==> src/rtl/if_pix_feeder_pkg.sv <==
// Shared types and default widths for the IF pixel feeder.
package if_pix_feeder_pkg;

    localparam int DEF_DWD         = 16;
    localparam int DEF_CONF_DWD    = 4;
    localparam int DEF_PCONF_DWD   = 3;
    localparam int DEF_BUF_ADDR_WD = 10;

    // Read-side sequencing: IDLE waits for a job, FETCH issues buffer reads,
    // DRAIN waits for the last pixel to leave the output FIFO.
    typedef enum logic [1:0] {
        IDLE  = 2'd0,
        FETCH = 2'd1,
        DRAIN = 2'd2
    } feed_state_t;

endpackage

==> src/rtl/if_pix_feeder_skid_fifo.sv <==
// Two-entry output FIFO: head is always the oldest pixel and stays put until popped.
module pix_skid_fifo #(
    parameter int DWd = 16
) (
    input  logic           i_clk,
    input  logic           i_rstn,
    input  logic           i_push,
    input  logic [DWd-1:0] i_din,
    input  logic           i_pop,
    output logic [DWd-1:0] o_head,
    output logic [1:0]     o_count
);

    logic [DWd-1:0] head_reg;
    logic [DWd-1:0] tail_reg;
    logic [1:0]     count_reg;
    logic           do_push;
    logic           do_pop;

    // A pop on an empty FIFO or a push into a full one without a pop is dropped.
    assign do_pop  = i_pop && (count_reg != 2'd0);
    assign do_push = i_push && ((count_reg != 2'd2) || do_pop);

    // Head/tail shuffle for the four push/pop combinations.
    always_ff @(posedge i_clk or negedge i_rstn) begin
        if (!i_rstn) begin
            head_reg  <= '0;
            tail_reg  <= '0;
            count_reg <= 2'd0;
        end else if (do_push && do_pop) begin
            if (count_reg == 2'd1) begin
                head_reg <= i_din;
            end else begin
                head_reg <= tail_reg;
                tail_reg <= i_din;
            end
        end else if (do_push) begin
            if (count_reg == 2'd0) begin
                head_reg <= i_din;
            end else begin
                tail_reg <= i_din;
            end
            count_reg <= count_reg + 2'd1;
        end else if (do_pop) begin
            head_reg  <= tail_reg;
            count_reg <= count_reg - 2'd1;
        end
    end

    assign o_head  = head_reg;
    assign o_count = count_reg;

endmodule

==> src/rtl/if_pix_feeder.sv <==
// Reads a job of IFLen*Pch*rows pixels from the IF buffer and streams them
// to IFPAD through a two-entry FIFO with valid/ready handshake.
module if_pix_feeder
    import if_pix_feeder_pkg::*;
#(
    parameter int DWd       = DEF_DWD,
    parameter int ConfDWd   = DEF_CONF_DWD,
    parameter int PConfDWd  = DEF_PCONF_DWD,
    parameter int BufAddrWd = DEF_BUF_ADDR_WD
) (
    input  logic                 i_clk,
    input  logic                 i_rstn,
    input  logic [ConfDWd-1:0]   i_cont_IFLen,
    input  logic [PConfDWd-1:0]  i_cont_Pch,
    input  logic [ConfDWd-1:0]   i_cont_rows,
    input  logic [BufAddrWd-1:0] i_cont_base,
    input  logic                 i_cont_start,
    input  logic                 i_cont_stall,
    output logic                 o_cont_busy,
    output logic                 o_cont_nxtRow,
    output logic                 o_cont_done,
    output logic                 o_buf_ren,
    output logic [BufAddrWd-1:0] o_buf_raddr,
    input  logic [DWd-1:0]       i_buf_rdata,
    output logic [DWd-1:0]       o_ipix_wdata,
    output logic                 o_ipix_valid,
    input  logic                 i_ipix_ready
);

    localparam logic [ConfDWd-1:0]   C_ONE = ConfDWd'(1);
    localparam logic [PConfDWd-1:0]  P_ONE = PConfDWd'(1);
    localparam logic [BufAddrWd-1:0] A_ONE = BufAddrWd'(1);

    feed_state_t          state;
    logic [ConfDWd-1:0]   len_reg, rows_reg;
    logic [PConfDWd-1:0]  pch_reg;
    logic [BufAddrWd-1:0] addr_reg;
    logic [PConfDWd-1:0]  rd_ch, out_ch;
    logic [ConfDWd-1:0]   rd_col, rd_row, out_col, out_row;
    logic                 inflight_reg;
    logic                 zero_done_reg;

    logic [ConfDWd-1:0]   len_max, rows_max;
    logic [PConfDWd-1:0]  pch_max;
    logic [1:0]           fifo_count;
    logic [DWd-1:0]       fifo_head;
    logic                 pix_valid, pop, rd_issue, rd_last, out_row_end, out_last;
    logic [2:0]           occ_sum;

    assign len_max  = len_reg - C_ONE;
    assign rows_max = rows_reg - C_ONE;
    assign pch_max  = pch_reg - P_ONE;

    assign pix_valid = (fifo_count != 2'd0);
    assign pop       = pix_valid && i_ipix_ready;

    // Slots already promised (stored + returning) minus the one leaving now.
    assign occ_sum  = {1'b0, fifo_count} + {2'b00, inflight_reg} - {2'b00, pop};
    assign rd_issue = (state == FETCH) && !i_cont_stall && (occ_sum < 3'd2);
    assign rd_last  = (rd_ch == pch_max) && (rd_col == len_max) && (rd_row == rows_max);

    assign out_row_end = (out_ch == pch_max) && (out_col == len_max);
    assign out_last    = out_row_end && (out_row == rows_max);

    // Job sequencing, read-side and accept-side position counters.
    always_ff @(posedge i_clk or negedge i_rstn) begin
        if (!i_rstn) begin
            state         <= IDLE;
            len_reg       <= '0;
            pch_reg       <= '0;
            rows_reg      <= '0;
            addr_reg      <= '0;
            rd_ch         <= '0;
            rd_col        <= '0;
            rd_row        <= '0;
            out_ch        <= '0;
            out_col       <= '0;
            out_row       <= '0;
            inflight_reg  <= 1'b0;
            zero_done_reg <= 1'b0;
        end else begin
            zero_done_reg <= 1'b0;
            inflight_reg  <= rd_issue;
            case (state)
                IDLE: begin
                    if (i_cont_start) begin
                        if ((i_cont_IFLen == '0) || (i_cont_Pch == '0) || (i_cont_rows == '0)) begin
                            zero_done_reg <= 1'b1;
                        end else begin
                            len_reg  <= i_cont_IFLen;
                            pch_reg  <= i_cont_Pch;
                            rows_reg <= i_cont_rows;
                            addr_reg <= i_cont_base;
                            rd_ch    <= '0;
                            rd_col   <= '0;
                            rd_row   <= '0;
                            state    <= FETCH;
                        end
                    end
                end
                FETCH: begin
                    if (rd_issue) begin
                        addr_reg <= addr_reg + A_ONE;
                        if (rd_ch == pch_max) begin
                            rd_ch <= '0;
                            if (rd_col == len_max) begin
                                rd_col <= '0;
                                rd_row <= rd_row + C_ONE;
                            end else begin
                                rd_col <= rd_col + C_ONE;
                            end
                        end else begin
                            rd_ch <= rd_ch + P_ONE;
                        end
                        if (rd_last) begin
                            state <= DRAIN;
                        end
                    end
                end
                DRAIN: begin
                    if (pop && out_last) begin
                        state <= IDLE;
                    end
                end
                default: state <= IDLE;
            endcase

            if (pop) begin
                if (out_row_end) begin
                    out_ch  <= '0;
                    out_col <= '0;
                    out_row <= out_last ? '0 : (out_row + C_ONE);
                end else if (out_ch == pch_max) begin
                    out_ch  <= '0;
                    out_col <= out_col + C_ONE;
                end else begin
                    out_ch <= out_ch + P_ONE;
                end
            end
        end
    end

    pix_skid_fifo #(
        .DWd(DWd)
    ) u_fifo (
        .i_clk  (i_clk),
        .i_rstn (i_rstn),
        .i_push (inflight_reg),
        .i_din  (i_buf_rdata),
        .i_pop  (pop),
        .o_head (fifo_head),
        .o_count(fifo_count)
    );

    assign o_cont_busy   = (state != IDLE);
    assign o_cont_nxtRow = pop && out_row_end;
    assign o_cont_done   = zero_done_reg || (pop && out_last);
    assign o_buf_ren     = rd_issue;
    assign o_buf_raddr   = addr_reg;
    assign o_ipix_valid  = pix_valid;
    assign o_ipix_wdata  = fifo_head;

endmodule
==> config.mk <==
export PLATFORM = sky130hd
export DESIGN_NAME = if_pix_feeder
export DESIGN_NICKNAME = d
export VERILOG_FILES = /design/src/rtl/if_pix_feeder_pkg.sv /design/src/rtl/if_pix_feeder_skid_fifo.sv /design/src/rtl/if_pix_feeder.sv
export SDC_FILE = /design/constraint.sdc
export NUM_CORES = 1
export LEC_CHECK = 0
export ABC_AREA = 1
export BUFFER_PORTS_ARGS = -buffer_cell sky130_fd_sc_hd__buf_4
export CORE_AREA = 10 10 133 135
export CTS_CLUSTER_DIAMETER = 80
export DETAILED_ROUTE_END_ITERATION = 12
export DIE_AREA = 0 0 143 145
export PLACE_DENSITY_LB_ADDON = 0.05
export SYNTH_ARGS = -nofsm -noshare
export SYNTH_HDL_FRONTEND = slang
export SYNTH_SLANG_ARGS = --single-unit
==> constraint.sdc <==
create_clock -name i_clk -period 4.21 [get_ports i_clk]
set_input_delay 0.6315 -clock i_clk [delete_from_list [all_inputs] [get_ports i_clk]]
set_output_delay 0.6315 -clock i_clk [all_outputs]
set_load 0.02 [all_outputs]
Word level (Yosys, flattened, before mapping)
Index checks and enable logic that the tools add are counted.
{"block": "word_totals", "regBits": 81, "latch_bits": 0, "ram_bits": 0, "mem_bits_ro": 0, "out_inout_bits": 31, "wordCells": 136, "mem_count": 0}
{"block": "op_classes", "addsub": 14, "mul": 0, "n_div": 0, "n_lt_le_gt_ge": 1, "eq_ne": 20, "n_shift": 0, "mux": 44, "n_bitwise": 2, "reduce_logical": 39}
{"cell": "two-way mux 16 bit", "n": 9}
{"cell": "two-way mux 4 bit", "n": 11}
{"cell": "two-way mux 10 bit", "n": 3}
{"cell": "one-hot mux 10 bit (2 select lines)", "n": 1}
{"cell": "two-way mux 3 bit", "n": 6}
{"cell": "adder 4 x 1 -> 4 bit, second input constant", "n": 4}
{"cell": "equality test 4 bit", "n": 4}
{"cell": "one-hot mux 4 bit (2 select lines)", "n": 2}
{"cell": "two-way mux 2 bit", "n": 7}
{"cell": "inequality test 2 bit, second input constant", "n": 7}
{"cell": "logical AND 1 bit", "n": 12}
{"cell": "nonzero test 2 bit", "n": 6}
{"cell": "adder 10 x 1 -> 10 bit, second input constant", "n": 1}
{"cell": "AND reduction 5 bit", "n": 2}
{"cell": "zero test 4 bit", "n": 2}
{"cell": "AND reduction 2 bit", "n": 4}
{"cell": "subtractor 4 x 1 -> 4 bit, second input constant", "n": 2}
{"cell": "adder 3 x 1 -> 3 bit, second input constant", "n": 2}
{"cell": "equality test 3 bit", "n": 2}
{"cell": "inequality test 2 x 1 -> 1 bit, second input constant", "n": 3}
{"cell": "one-hot mux 2 bit (3 select lines)", "n": 1}
{"cell": "one-hot mux 3 bit (2 select lines)", "n": 1}
{"cell": "AND reduction 3 bit", "n": 2}
{"cell": "AND reduction 6 bit", "n": 1}
{"cell": "other kinds (17)", "n": 25}

Longest topological paths before layout
{"block": "depth", "word_depth": 8, "depth_mapped": 20, "ltp_nobuf": 18}

Cells and area by module
Synthesis repeated with hierarchy kept, for this count alone.
{"block": "hier_totals", "hier_cells": 750, "hier_area_um2": 5196.2}
{"mod": "if_pix_feeder", "n_inst": 1, "cells_per_inst": 483, "area_per_inst_um2": 3213.1}
{"mod": "pix_skid_fifo", "n_inst": 1, "cells_per_inst": 267, "area_per_inst_um2": 1983.2}

Least setup slack after synthesis
No wires, ideal clock.
{"block": "synth_path", "kind": "flip-flop to flip-flop", "start": "register, netlist name u_fifo.o_count[1]", "end": "register rows_reg[0]", "setup_time_ns": 0.117, "t_arrival_ns": 3.215, "required_ns": 4.093, "slack_ns": 0.878, "stages_incl_launch_ff": 20, "path_buffers": 2, "synth_period_minus_slack_ns": 3.332, "path_cell_list": "dfrtp_1 -> inv_1 -> ha_1 -> inv_2 -> nand2_1 -> inv_1 -> clkbuf_1 -> ha_1 -> or2_2 -> fa_1 -> nand2_1 -> nor2_1 -> nand2_1 -> a21oi_2 -> nand2_4 -> nor2_8 -> nand2_2 -> buf_6 -> nand2_1 -> nand2_1"}
{"element": "to (signal assigned)", "line_no": "if_pix_feeder.sv:92", "source": "rows_reg <= i_cont_rows;"}
{"element": "to (decl)", "line_no": "if_pix_feeder.sv:35", "source": "logic [ConfDWd-1:0] len_reg, rows_reg;"}

Worst setup path in the final report
{"block": "layout_path", "start": "register u_fifo.count_reg[1] (netlist: u_fifo.o_count[1])", "end": "output o_buf_ren"}
{"block": "layout_between", "elab_chain_len": 5, "elab_cells_between_ends": 6, "classes_between": "add/sub: 2; order compare: 1; reduce/logical: 3"}
{"element": "from (decl)", "line_no": "if_pix_feeder_skid_fifo.sv:16", "source": "logic [1:0] count_reg;"}
{"element": "from (signal assigned)", "line_no": "if_pix_feeder_skid_fifo.sv:43", "source": "count_reg <= count_reg + 2'd1;"}
{"element": "from (signal assigned)", "line_no": "if_pix_feeder_skid_fifo.sv:46", "source": "count_reg <= count_reg - 2'd1;"}
{"element": "parallel branches: the longest is 2 deep, another holds adder 2 x 1 -> 3 bit"}
{"element": "subtractor 3 x 1 -> 3 bit (*)", "line_no": "if_pix_feeder.sv:58", "source": "assign occ_sum = {1'b0, fifo_count} + {2'b00, inflight_reg} - {2'b00, pop};"}
{"element": "less-than comparator 3 x 2 -> 1 bit (*)", "line_no": "if_pix_feeder.sv:59", "source": "assign rd_issue = (state == FETCH) && !i_cont_stall && (occ_sum < 3'd2);"}
{"element": "logical AND 1 bit (*)", "line_no": "if_pix_feeder.sv:59"}
{"element": "to (decl)", "line_no": "if_pix_feeder.sv:22", "source": "output logic o_buf_ren,"}
Every way passes the cells marked *.

==> results by group <==
Outcome
  • Status: finished, final reports clean

Cells and area
  • Fillers: 1,614
  • Nets: 772
  • Sequential Area: 0.00203 mm²
  • Area occupied by multi-input gates: 0.00227 mm²
  • Share of cells above drive strength 1: 0.147
  • Area grow syn2layout: 21.7%
  • ANT cells: 0

Route
  • Routed Wire Length: 13,200 µm
  • Via-to-Cell Ratio: 4.75
  • Drt pass-1 iters: 5
  • Vias post-DR: 4,307
  • Wire per inst: 14.6 µm
  • # DRC: 0
  • Detailed Route Iter0 Violations: 288
  • Antenna Violating Nets Remaining: 0

Logic synthesis
  • Largest family of logic cells by synthesized area: simple AND/OR/NAND/NOR gates
  • Compound-Gate Fraction of Synth Area: 0.0812
  • Xor and xnor area share after synthesis: 0.0335
  • Post-synth EDFFs: 0
  • Cells after Synth: around 650
  • Synth Area per Inst: 7.29 µm²
  • Ys async rst share: 1.00
  • Post-Syn Area: between 0.004 and 0.005 mm²
  • Netlist cell types: 31
  • Mapped Nets: between 700 and 800
  • Simple-Gate Fraction of Synth Area: 0.323
  • Synthesized flop and latch total: 81
  • Post-Synth Adder-Cell Area: 0.0442
  • Post-synthesis mux area share: 0
  • Sequential fraction of the synthesis area: 0.431
  • Top FF cell, synth: dfrtp_1
  • Yosys warns: 0

Critical path
  • Critical path class: reg -> out
  • Crit path cell chain: inv_1 -> ha_1 -> inv_2 -> nand2_1 -> inv_1 -> buf_4 -> ha_1 -> or2_2 -> fa_1 -> nand2_1 -> nor2_1 -> nand2_1 -> inv_1 -> buf_4
  • Worst path required time: 3.58 ns
  • Largest stage delay on the critical path: 0.48 ns
  • Worst EP arrival: between 3 and 4 ns
  • Crit-path slowest cell: fa_1
  • Crit-path max FO: 12
  • CP Launch Type: flop
  • CP Capture Type: output port

Timing
  • Least-Margin Pin Slew: 1.10 ns
  • Relative slew margins: 0.263
  • Fmax: approximately 0.27 GHz
  • Skew final: around 0.0083 ns
  • Tcrit/Tclk final: 0.874
  • Setup Total Neg Slack: 0 ns
  • Min Tclk post-route: 3.68 ns
  • Unrepaired setup endpoints after global routing: no
  • Final setup viols: 0
  • Final Hold Viols: 0
  • Number of max-slew violations in the final report: 0
  • Min Hold Slack: 0.380 ns

Placement
  • Routability cong.: 0.788
  • Port-buffer cells: 72
  • HPWL after DPL: roughly 9400 µm

Clock tree
  • H-tree levels: 3
  • Clock transition at path regs: 0.07 ns
  • Post_cts resized: 0
  • Post-CTS Setup Repair Bufs: 0
  • Clk Latency, worst-skew pair: 0.35 ns
  • # clock sinks: 81
  • Clock Tree Buf Depth: 2
  • Root Buffer: clkbuf_16
  • Inserted Clock Buffers: 9
  • Hold_buf cts: 0
  • TritonCTS clock tree: yes

Power
  • Peak VDD IR: between 0.0002 and 0.0003 V
  • LEAKAGE: roughly 3 nW
  • Power Density: 574 mW/mm²

Global routing
  • Grt ovf: 0
  • Vias in the first global route: 4,158
  • Global Route Usage Sum: 0.132
  • Initial antenna violation count: 0
  • Largest net degree at the start of global routing: 60
  • First-pass GRT wire length: around 22,000 µm

Die
  • Site Rows: 45
  • Core Area: roughly 0.015 mm²
  • Top Ports: 73
  • Die Y: 145 µm
  • Overall die width: 143 µm
  • Starting Density: 0.313
  • Full die area: 0.0207 mm²

Min path
  • HP Class: in -> async

Flow run
  • Max Cap Viol: 0
[final cells by class]
cell class,count,share of cell area
multi-input combinational,460,0.396
sequential,81,0.354
timing repair buffer,76,0.0997
inverter,86,0.0564
tap,188,0.0411
clock buffer,10,0.0400
clock inverter,6,0.0120
[critical path, delay by kind of cell (launching register included)]
family                   cells  cell delay, ns
buffers and inverters        6            0.69
flip-flops                   1            0.44
adder cells (fa/ha/maj)      3            0.94
AND/OR/NAND/NOR              5            0.62
[synthesized netlist by cell type (all sizes together) (4+ instances only)]
cell    count  area share
a21oi       7      0.0090
clkbuf     11      0.0088
dfrtp      81        0.43
o21ai      38       0.040
ha         15       0.040
nand3b      4      0.0064
inv        86       0.069
xnor2       5      0.0093
nor2       58       0.050
nand4      12       0.016
buf         7      0.0090
o211ai     17       0.027
nand3      66       0.070
nand2     219        0.18
xor2       13       0.024
[where the power goes]
group	leakage (nW)	internal (mW)	switching [mW]
Clock	0.143	0.462	0.346
Combinational	1.91	0.488	0.758
Sequential	1.04	1.03	0.202
[per-layer routing]
| metal | global-route usage | share of wire | vias to the layer above |
|---|---|---|---|
| met3 | 0.0476 | 0.057 | 11 |
| met4 | 0.0377 | 0.013 | 0 |
| met2 | 0.197 | 0.46 | 88 |
| li1 | - | - | 2188 |
| met1 | 0.173 | 0.47 | 2020 |
| met5 | 0 | 0 | - |
[cells in the final DEF, fill, tap and decap left out, types with 2 or more instances in the layout]
cell type,synthesis,routed
a21oi_1,5,5
a21oi_2,2,2
buf_4,1,76
clkbuf_16,0,9
clkinv_4,0,3
dfrtp_1,81,81
ha_1,15,15
inv_1,80,80
inv_2,6,6
nand2_1,215,215
nand2_2,3,3
nand3_1,66,66
nand3b_1,4,4
nand4_1,12,12
nor2_1,56,56
o211ai_1,17,17
o21ai_0,29,29
o21ai_1,9,9
xnor2_1,5,5
xor2_1,13,13
[cells by family (layout without fill, tap and decap cells)]
group	count (synthesis)	count (layout)
flip-flops	81	81
XOR/XNOR	18	18
adder cells (fa/ha/maj)	16	16
buffers and inverters	104	178
AND/OR/NAND/NOR	361	361
AO/OA/AOI/OAI	65	65
[final timing paths]
| kind | start | end | slack [ns] | cells after the start |
|---|---|---|---|---|
| worst max-delay path | u_fifo.o_count[1] | o_buf_ren | 0.53 | 14 |
| worst max register to register | u_fifo.o_count[1] | pch_reg[0] | 0.61 | 18 |
| min in group i_clk | u_fifo.tail_reg[5] | u_fifo.tail_reg[5] | 0.49 | 2 |
| max in group asynchronous | i_rstn | rd_row[0] | 2.97 | 2 |
| worst min register to register | u_fifo.tail_reg[5] | u_fifo.tail_reg[5] | 0.49 | 2 |
| worst min-delay path | i_rstn | u_fifo.o_head[1] | 0.38 | 1 |
[stage by stage]
step                      worst slack (ns)  power (mW)  cell area, µm²  cells   util
after global routing                 0.219        3.58            5720    907  0.381
after CTS                            0.469        3.34            5720    907  0.381
after detailed placement             0.579        2.51            5420    891  0.361
final                                0.532        3.29            5720    907  0.381
after floorplan                      0.878        2.04            4700    645      -
after global placement               0.682        2.48            5420    891  0.361
No activity file was read; power rests on OpenSTA's default activity.
